**config.mk**
```make
export PLATFORM = sky130hd
export DESIGN_NAME = bus_master_if
export DESIGN_NICKNAME = d
export VERILOG_FILES = /design/src/rtl/bus_master_if.sv
export SDC_FILE = /design/constraint.sdc
export NUM_CORES = 1
export LEC_CHECK = 0
export CAP_MARGIN = 20
export CORE_MARGIN = 4
export CORE_UTILIZATION = 43
export DETAILED_ROUTE_END_ITERATION = 10
export PLACE_DENSITY = 0.83
export SETUP_SLACK_MARGIN = 0.02
export SLEW_MARGIN = 20
export SYNTH_ARGS = -nofsm -noshare
export SYNTH_HDL_FRONTEND = slang
export SYNTH_SLANG_ARGS = --single-unit
export TNS_END_PERCENT = 30
```
**constraint.sdc**
```tcl
create_clock -name clk -period 4.3 [get_ports clk]
set_input_delay 0.43 -clock clk [delete_from_list [all_inputs] [get_ports clk]]
set_output_delay 0.43 -clock clk [all_outputs]
set_load 0.005 [all_outputs]
```
**src/rtl/bus_master_if.sv**
```systemverilog
// Avalon-MM style bus initiator: arbitrates instruction fetches and data loads/stores onto one
// waitrequest-compliant bus, with byte/halfword lane steering, load extension and stall timeout.
module bus_master_if #(
   parameter int TIMEOUT_CYCLES = 64
) (
   input  logic        clk,
   input  logic        reset,
   input  logic        i_req,
   input  logic [31:0] i_addr,
   output logic        i_done,
   output logic [31:0] i_rdata,
   input  logic        d_req,
   input  logic        d_we,
   input  logic [31:0] d_addr,
   input  logic [1:0]  d_size,
   input  logic        d_signed,
   input  logic [31:0] d_wdata,
   output logic        d_done,
   output logic [31:0] d_rdata,
   output logic        d_err,
   output logic [31:0] bus_address,
   output logic        bus_read,
   output logic        bus_write,
   output logic [3:0]  bus_byteenable,
   output logic [31:0] bus_writedata,
   input  logic        bus_waitrequest,
   input  logic [31:0] bus_readdata,
   output logic        timeout_err
);

   localparam int CW = (TIMEOUT_CYCLES > 1) ? $clog2(TIMEOUT_CYCLES) : 1;
   localparam logic [CW-1:0] CNT_LAST = CW'(TIMEOUT_CYCLES - 1);

   typedef enum logic [1:0] {
      IDLE  = 2'd0,
      ISSUE = 2'd1,
      RESP  = 2'd2
   } state_t;

   function automatic logic misaligned(input logic [1:0] size, input logic [1:0] a);
      logic m;
      case (size)
         2'b00:   m = 1'b0;
         2'b01:   m = a[0];
         2'b10:   m = (a != 2'b00);
         default: m = 1'b1;
      endcase
      return m;
   endfunction

   function automatic logic [3:0] lane_be(input logic [1:0] size, input logic [1:0] a);
      logic [3:0] be;
      case (size)
         2'b00:   be = 4'b0001 << a;
         2'b01:   be = a[1] ? 4'b1100 : 4'b0011;
         default: be = 4'b1111;
      endcase
      return be;
   endfunction

   function automatic logic [31:0] lane_wdata(input logic [1:0] size, input logic [31:0] wd);
      logic [31:0] r;
      case (size)
         2'b00:   r = {4{wd[7:0]}};
         2'b01:   r = {2{wd[15:0]}};
         default: r = wd;
      endcase
      return r;
   endfunction

   function automatic logic [31:0] load_extract(input logic [1:0] size, input logic [1:0] a,
                                                input logic sgn, input logic [31:0] rd);
      logic [7:0]  b;
      logic [15:0] h;
      logic [31:0] r;
      b = rd[{a, 3'b000} +: 8];
      h = a[1] ? rd[31:16] : rd[15:0];
      case (size)
         2'b00:   r = {{24{sgn & b[7]}}, b};
         2'b01:   r = {{16{sgn & h[15]}}, h};
         default: r = rd;
      endcase
      return r;
   endfunction

   state_t        state_q, state_d;
   logic          data_own_q, data_own_d;
   logic          we_q, we_d;
   logic [31:0]   addr_q, addr_d;
   logic [1:0]    size_q, size_d;
   logic          signed_q, signed_d;
   logic [3:0]    be_q, be_d;
   logic [31:0]   wdata_q, wdata_d;
   logic          err_q, err_d;
   logic [31:0]   rdata_q, rdata_d;
   logic [CW-1:0] cnt_q, cnt_d;
   logic          tmo_q, tmo_d;

   always_ff @(posedge clk or posedge reset) begin
      if (reset) begin
         state_q    <= IDLE;
         data_own_q <= 1'b0;
         we_q       <= 1'b0;
         addr_q     <= '0;
         size_q     <= '0;
         signed_q   <= 1'b0;
         be_q       <= '0;
         wdata_q    <= '0;
         err_q      <= 1'b0;
         rdata_q    <= '0;
         cnt_q      <= '0;
         tmo_q      <= 1'b0;
      end else begin
         state_q    <= state_d;
         data_own_q <= data_own_d;
         we_q       <= we_d;
         addr_q     <= addr_d;
         size_q     <= size_d;
         signed_q   <= signed_d;
         be_q       <= be_d;
         wdata_q    <= wdata_d;
         err_q      <= err_d;
         rdata_q    <= rdata_d;
         cnt_q      <= cnt_d;
         tmo_q      <= tmo_d;
      end
   end

   always_comb begin
      state_d    = state_q;
      data_own_d = data_own_q;
      we_d       = we_q;
      addr_d     = addr_q;
      size_d     = size_q;
      signed_d   = signed_q;
      be_d       = be_q;
      wdata_d    = wdata_q;
      err_d      = err_q;
      rdata_d    = rdata_q;
      cnt_d      = cnt_q;
      tmo_d      = tmo_q;
      case (state_q)
         IDLE: begin
            cnt_d   = '0;
            rdata_d = '0;
            if (d_req) begin
               data_own_d = 1'b1;
               we_d       = d_we;
               addr_d     = d_addr;
               size_d     = d_size;
               signed_d   = d_signed;
               be_d       = lane_be(d_size, d_addr[1:0]);
               wdata_d    = lane_wdata(d_size, d_wdata);
               err_d      = misaligned(d_size, d_addr[1:0]);
               state_d    = ISSUE;
            end else if (i_req) begin
               data_own_d = 1'b0;
               we_d       = 1'b0;
               addr_d     = i_addr;
               size_d     = 2'b10;
               signed_d   = 1'b0;
               be_d       = 4'b1111;
               wdata_d    = '0;
               err_d      = 1'b0;
               state_d    = ISSUE;
            end
         end
         ISSUE: begin
            // A misaligned access spends its ISSUE cycle with strobes suppressed, keeping latency uniform.
            if (err_q) begin
               state_d = RESP;
            end else if (bus_waitrequest) begin
               if (cnt_q == CNT_LAST) begin
                  err_d   = 1'b1;
                  tmo_d   = 1'b1;
                  rdata_d = '0;
                  state_d = RESP;
               end else begin
                  cnt_d = cnt_q + 1'b1;
               end
            end else begin
               rdata_d = we_q ? '0 : load_extract(size_q, addr_q[1:0], signed_q, bus_readdata);
               state_d = RESP;
            end
         end
         RESP:    state_d = IDLE;
         default: state_d = IDLE;
      endcase
   end

   logic issuing;
   logic in_resp;
   assign issuing        = (state_q == ISSUE) && !err_q;
   assign in_resp        = (state_q == RESP);
   assign bus_read       = issuing && !we_q;
   assign bus_write      = issuing && we_q;
   assign bus_address    = {addr_q[31:2], 2'b00};
   assign bus_byteenable = issuing ? be_q : 4'b0000;
   assign bus_writedata  = wdata_q;
   assign i_done         = in_resp && !data_own_q;
   assign d_done         = in_resp && data_own_q;
   assign i_rdata        = i_done ? rdata_q : 32'h0;
   assign d_rdata        = d_done ? rdata_q : 32'h0;
   assign d_err          = d_done && err_q;
   assign timeout_err    = tmo_q;

endmodule

```
### After elaboration in Yosys (flattened, before gate mapping)

Index checks and enable logic that the tools add are counted.

| storage, ports and cells | value |
|---|---|
| logic and storage cells | 92 |
| flip-flop bits (word level) | 115 |
| output and inout port bits | 138 |
| bits of input ports | 137 |

| operators by class | value |
|---|---|
| eq/ne operators | 12 |
| add/subtract/negate cells | 1 |
| bitwise gates (word level) | 3 |
| reductions and logical operators | 21 |
| shift operators | 2 |
| muxes and demuxes | 41 |

Operators by type and width:

| kind | number |
|---|---|
| $mux W32 | 10 |
| $pmux W32 S2 | 3 |
| $shiftx A32 B6 Y8 | 1 |
| $mux W6 | 3 |
| $mux W16 | 1 |
| $mux W4 | 4 |
| $mux W2 | 7 |
| $pmux W6 S2 | 1 |
| $mux W1 | 8 |
| $pmux W4 S2 | 1 |
| $reduce_and A4 Y1 | 2 |
| $add A6 B1 Y6 const B | 1 |
| $eq A2 B1 Y1 const B | 3 |
| $eq A6 B6 Y1 const B | 1 |
| $logic_and A1 B1 Y1 | 6 |
| $logic_not A2 Y1 | 3 |
| $ne A2 B2 Y1 const B | 3 |
| $ne A3 B3 Y1 const B | 2 |
| $reduce_and A2 Y1 | 3 |
| $reduce_bool A2 Y1 | 3 |
| $eq A2 B2 Y1 const B | 2 |
| $ne A4 B4 Y1 const B | 1 |
| $pmux W2 S2 | 1 |
| $shl A1 B2 Y4 const A | 1 |
| other kinds (6) | 9 |

### Logic depth before layout (Yosys ltp)

Gate-level depths: netlist (run 1).

| depth | value |
|---|---|
| depth after elaboration | 7 |
| gate-level depth with buffers | 6 |
| mapped depth without buffers | 5 |

### Least setup slack after synthesis (run 1)

Ideal clock, no wire load.

| path | value |
|---|---|
| path kind | flip-flop to flip-flop |
| start | register err_q |
| end | register rdata_q[16] |
| library setup time | 0.064 ns |
| data arrival time | 1.968 ns |
| cell stages (with the launch flop) | 7 |
| slack | 2.268 ns |
| required time | 4.236 ns |
| period minus slack after synthesis | 2.032 ns |
| path buffers | 2 |
| path through | dfrtp_1 buf_6 or3b_4 or3_4 a2111oi_4 buf_6 a221o_2 |

| between the ends | value |
|---|---|
| longest elaborated chain between the ends | 2 |

Ends and longest elaborated chain:

| element | RTL line | RTL |
|---|---|---|
| from (decl) | 94 | `logic err_q, err_d;` |
| from (signal assigned) | 122 | `err_q <= err_d;` |
| $ne A2 B2 Y1 (no line) | - |  |
| $reduce_and A3 Y1 (no line) | - |  |
| to (signal assigned) | 123 | `rdata_q <= rdata_d;` |
| to (decl) | 95 | `logic [31:0] rdata_q, rdata_d;` |

Every way passes these cells.
A chain may end at the register's enable or synchronous reset.

### Final worst setup path (run 1)

| path | value |
|---|---|
| start | register state_q[1] |
| end | output i_rdata[23] |

| between the ends | value |
|---|---|
| longest elaborated chain between the ends | 3 |

Ends and longest elaborated chain:

| element | RTL line | RTL |
|---|---|---|
| from (decl) | 86 | `state_t state_q, state_d;` |
| from (signal assigned) | 114 | `state_q <= state_d;` |
| $eq A2 B2 Y1 | 194 | `assign in_resp = (state_q == RESP);` |
| $logic_and A1 B1 Y1 | 200 | `assign i_done = in_resp && !data_own_q;` |
| $mux W32 | 202 | `assign i_rdata = i_done ? rdata_q : 32'h0;` |
| to (decl) | 11 | `output logic [31:0] i_rdata,` |

Every way passes these cells.

==> metrics.yaml, run 1 <==
status: "complete, no violations"
synthesis.area_um2: 6200
synth_ff_type: "dfrtp_1"
gr-usage-all-layers_pct: 22.8
core_area_um2: 14000
gr-total-overflow: 0
ff_latch_area_um2: 2880
wl_per_cell_um: 18.1
max-slew-margin-rel_pct: 28.2
maxCapViolations: 0
cts.root.buffer_cell: "clkbuf_16"
critPathSlowestCell: "nor3b_2"
fmax_ghz: 0.328
ys_seq_area_share_pct: 46.4
synth_cells: 639
path_cells: "nor3b_2 -> buf_4 -> and2_1 -> clkdlybuf4s50_1"
maxSlewViolCount: 0
final.fill_count: 1126
post-cts-setup-buffers: 0
ios: 275
initial_utilization_pct: 44.3
multi_input_area_um2: 2880
slowest_delay_ns: 0.66
design_area_um2: 9390
peakVddDrop_v: 0.000342
end_kind: "output port"
yosys_warnings: 0
synth_seq_cells: 115
hold_path_depth: 1
period_share_pct: 70.8
synthTopCellsByArea: "dfrtp_1, mux2i_1, and2_1"
grt_pass1_vias: 5512
syn_to_final_growth_pct: 51.5
h-tree-depth: 4
grt_setup_unrepaired: "false"
layout-drive-gt1-share_pct: 6.61
viasPerCell: 5.32
antenna_found_initial: 0
wl_um: 19100
antenna_cells: 0
synthArstFlopShare_pct: 100
start_kind: "flop"
hold_class: "flop to flop"
dieArea_um2: 16400
hold_viol_final: 0
clk_latency_ns: 0.41
worst_slew_pin_slew_ns: 1.07
worstPathMaxFanout: 23
cts_resized: 0
setup_viol: 0
rows: 43
final_nets: 1003
power_density_nw_per_um2: 570
die_y_um: 128
fin_crit_ns: 3.04
clk_path_buf_depth: 2
critPathKind: "flop to output port"
cts_hold_buf: 0
crit_required_ns: 3.87
dieWidth_um: 128
firstDrtPassIters: 5
synth.avg_cell_area_um2: 9.70
synth.most_common_cell: "dfrtp_1"
io_buffer_count: 272
drt_iter0_drc: 369
r2r.worst_path.cells: 4
r2r_setup_slack_ns: 1.63
cts_tree: "done"
grt_max_degree: 80
fin_tns_setup_ns: 0
drcViolationCount: 0
cts.sinks: 115
grt_first_pass_wirelength_um: 29400
place_area_um2: 8820
synth_top_cell_area_share_pct: 46.4
yosysTopAreaCell: "dfrtp_1"
ys_top_cells_by_count: "dfrtp_1, o21ai_0, nand2_1"
place_congestion: 0.818
dr_total_vias: 5623
synth_edf_count: 0
cts_buffers: 17
synth_cell_types: 50
hpwlAfterDp_um: 14200
cp.arrival_ns: 2.61
fin_skew_ns: 0.00590
cts.clk_slew.worst_paths_ns: 0.05
leakagePower_nw: 4.00
drtAntennaViolNets: 0
==> per-stage QoR <==
step | total power [W] | util, % | cells | setup slack (ns) | hold WS [ns]
after floorplan | 0.00303 | - | 640 | 0.826 | 0.451
after global placement | 0.00397 | 63.1 | 1026 | 1.69 | 0.457
after detailed placement | 0.00402 | 63.1 | 1026 | 1.62 | 0.462
after CTS | 0.00540 | 67.1 | 1057 | 1.21 | 0.478
after global routing | 0.00569 | 67.1 | 1057 | 1.09 | 0.499
final | 0.00536 | 67.1 | 1057 | 1.26 | 0.473
==> cell families after synthesis <==
kind of cell / share of synthesized area, %
DFF: 46.4
and+or+nand+nor: 17.1
AOI/OAI and AO/OA: 18.2
buffers and inverters: 7.47
other: 0.0605
muxes: 10.5
adders and majority gates: 0.202
==> registers in the layout, indices dropped and copies added, names as in the netlist, 2 cells and up <==
signal,flops
addr_q,32
be_q,4
bus_writedata,32
cnt_q,6
rdata_q,32
size_q,2
state_q,2
==> metal layers <==
| layer | track usage, % | vias to the layer above | part of all wire, % |
|---|---|---|---|
| met2 | 38.4 | 266 | 49 |
| met5 | 0 | - | 0 |
| met4 | 6.87 | 0 | 2.0 |
| li1 | - | 2680 | - |
| met1 | 27.4 | 2652 | 40 |
| met3 | 8.13 | 25 | 9.2 |
==> worst paths after layout <==
path | endpoint | from
setup reg to reg | rdata_q[17] | size_q[1]
hold reg to reg | timeout_err | timeout_err
min in group asynchronous | addr_q[13] | reset
setup / recovery | i_rdata[23] | state_q[1]
hold / removal | timeout_err | timeout_err
max in group asynchronous | addr_q[3] | reset
==> final cells by class <==
| type | count | area share [%] |
|---|---|---|
| sequential | 115 | 30.6 |
| multi-input combinational | 440 | 30.7 |
| timing repair buffer | 281 | 29.8 |
| tap | 180 | 2.40 |
| clock buffer | 26 | 5.21 |
| clock inverter | 5 | 0.799 |
| inverter | 10 | 0.453 |
==> where the power goes <==
part	total [W]	internal, W	switching, W
Sequential	0.00187	0.00152	0.000351
Combinational	0.00213	0.00111	0.00102
Clock	0.00136	0.000892	0.000464
Total	0.00536	0.00353	0.00183
==> placed cells by master, fill, tap and decap left out, types with 2 or more instances in the layout <==
| master | instances |
|---|---|
| nor2b_1 | 2 |
| conb_1 | 2 |
| clkinv_2 | 3 |
| nand2b_1 | 10 |
| a32o_1 | 8 |
| a221o_2 | 10 |
| nand3_1 | 5 |
| or3_1 | 10 |
| clkbuf_8 | 3 |
| o221ai_1 | 8 |
| nand2_1 | 73 |
| buf_4 | 8 |
| bufinv_16 | 2 |
| a21oi_1 | 25 |
| nor2_1 | 25 |
| o211ai_1 | 3 |
| clkbuf_1 | 6 |
| dfrtp_1 | 115 |
| a22o_1 | 10 |
| mux2i_1 | 63 |
| mux2_2 | 2 |
| a221o_1 | 6 |
| o2bb2ai_1 | 7 |
| and2_1 | 71 |
| o21ai_0 | 74 |
| clkdlybuf4s50_1 | 271 |
| or2_2 | 2 |
| inv_1 | 8 |
| clkbuf_16 | 17 |
| o32a_1 | 2 |
==> critical path: cells and delay by family, from the launching register on <==
family                 cells  cell delay [ns]
DFF                        1             0.55
and+or+nand+nor            2             0.82
buffers and inverters      2             0.84
Power figures use the tool's default switching activity.
==> run 2: changes to the inputs <==
clock period = 3.1 ns   (was 4.3 ns; I/O delays follow)
==> run 2 against run 1 <==
Effect of this change:
- core utilization grew 0.47 points
- global-route usage grew 0.20 points
- setup slack lost 0.90 ns
- via count is essentially flat
- non-clock buffer count grew 8
- flip-flop and latch count is the same
- largest cell class unchanged
==> metrics.yaml, run 2 (same netlist as run 1, synthesis figures left out) <==
grt_max_degree: 68  # -15%
cts.root.buffer_cell: "clkbuf_16"
maxCapViolations: 0  # unchanged
crit_required_ns: 2.79  # -1.08 ns
fin_tns_setup_ns: 0  # unchanged
final.fill_count: 1146  # +1.8%
worst_slew_pin_slew_ns: 0.950  # -0.124 ns
cts.sinks: 115  # unchanged
design_area_um2: 9460  # +0.71%
drcViolationCount: 0  # unchanged
status: "complete, no violations"
wl_um: 19000  # -0.57%
fin_crit_ns: 2.75
ios: 275  # unchanged
start_kind: "flop"
fin_skew_ns: 0.00908  # +0.00318 ns
place_area_um2: 8910  # +0.98%
ff_latch_area_um2: 2880  # unchanged
fmax_ghz: 0.364
cts_buffers: 17  # unchanged
peakVddDrop_v: 0.000422  # +23%
dpl.cell_count: 1034  # +0.78%
cts_hold_buf: 0  # unchanged
cts_resized: 0  # unchanged
h-tree-depth: 4  # unchanged
clk_latency_ns: 0.41  # about the same
rows: 43  # unchanged
drtAntennaViolNets: 0  # unchanged
instances_no_fill: 1066  # +0.85%
leakagePower_nw: 4.04  # +1.0%
r2r.worst_path.cells: 4  # unchanged
grt_first_pass_wirelength_um: 29600  # +0.52%
worstPathMaxFanout: 23  # unchanged
firstDrtPassIters: 5  # unchanged
grt_setup_unrepaired: "false"
clk_path_buf_depth: 2  # unchanged
gr-usage-all-layers_pct: 23.0  # +0.20 points
post-cts-setup-buffers: 0  # unchanged
grt_pass1_vias: 5679  # +3.0%
max-slew-margin-rel_pct: 36.4  # +8.3 points
cp.arrival_ns: 2.44  # -0.17 ns
power_density_nw_per_um2: 779  # +37%
dr_total_vias: 5622  # -0.018%
die_y_um: 128  # unchanged
multi_input_area_um2: 2880  # unchanged
hold_class: "input port to asynchronous set/reset pin"
place_congestion: 0.874  # +6.8%
viasPerCell: 5.27  # -0.86%
mostFrequentLayoutCells: "clkdlybuf4s50_1, dfrtp_1, o21ai_0, nand2_1, and2_1"
final_nets: 1011  # +0.80%
wl_per_cell_um: 17.8  # -1.4%
period_share_pct: 88.6
maxSlewViolCount: 0  # unchanged
whs_ns: 0.345  # -0.128 ns
dieWidth_um: 128  # unchanged
r2r-start: "state_q[1]"
cts_tree: "done"
hpwlAfterDp_um: 14100  # -1.0%
syn_to_final_growth_pct: 52.5
core_area_um2: 14000  # unchanged
initial_utilization_pct: 44.3  # unchanged
r2r_setup_slack_ns: 0.64  # -0.99 ns
setup_viol: 0  # unchanged
gr-total-overflow: 0  # unchanged
hold_viol_final: 0  # unchanged
reg2reg_to: "rdata_q[18]"
antenna_cells: 0  # unchanged
power.total_w: 0.00737  # +38%
io_buffer_count: 272  # unchanged
cts.clk_slew.worst_paths_ns: 0.05  # about the same
end_kind: "output port"
drt_iter0_drc: 309  # -16%
layout-drive-gt1-share_pct: 7.67  # +1.1 points
antenna_found_initial: 0  # unchanged
critPathKind: "flop to output port"
final_common_cell: "clkdlybuf4s50_1"
dieArea_um2: 16400  # unchanged
run 2: changes by cell type in the layout (fill, tap and decap cells not counted), sizes merged:
| cell | delta |
|---|---|
| inv | -1 |
| clkinv | +1 |
| clkbuf | +2 |
| clkinvlp | +1 |
| bufinv | -2 |
| buf | +8 |
run 2: how the worst max path moves through the flow:
stage                           from          end  slack [ns]  cells after the start
floorplan                      err_q  rdata_q[16]        1.07                      6
global placement    bus_readdata[31]  rdata_q[17]        0.71                      5
detailed placement  bus_readdata[31]  rdata_q[16]        0.69                      5
CTS                       state_q[1]        d_err        0.29                      4
global route              state_q[1]        d_err        0.16                      4
finish                    state_q[1]        d_err        0.35                      4
run 2: per-stage QoR:
stage               util (%)  worst slack [ns]
floorplan                  -              1.07
global placement        63.7             0.712
detailed placement      63.7             0.691
CTS                     67.6             0.293
global route            67.6             0.158
finish                  67.6             0.354
run 2: final cells by class:
cell class	instances	area share, %
multi-input combinational	440	30.5
timing repair buffer	289	30.5
sequential	115	30.4
clock buffer	28	5.57
tap	180	2.38
inverter	10	0.437
clock inverter	4	0.212
run 2: power by group:
group	switching, W	internal [W]	total, W
logic	0.00144	0.00159	0.00303
clock network	0.000646	0.00114	0.00179
registers	0.000438	0.00211	0.00255
total	0.00252	0.00484	0.00737
run 2: per-layer routing:
metal,wire length [µm],track usage [%]
met1,7490,26.9
met2,9400,39.2
met3,1770,8.92
met4,321,6.74
met5,0,0
run 2: critical path, stage by stage, from the launching register on:
cell and delay [ns]:
dfrtp_1 0.54, and3b_1 0.46, buf_4 0.30, and2_1 0.20, clkdlybuf4s50_1 0.52
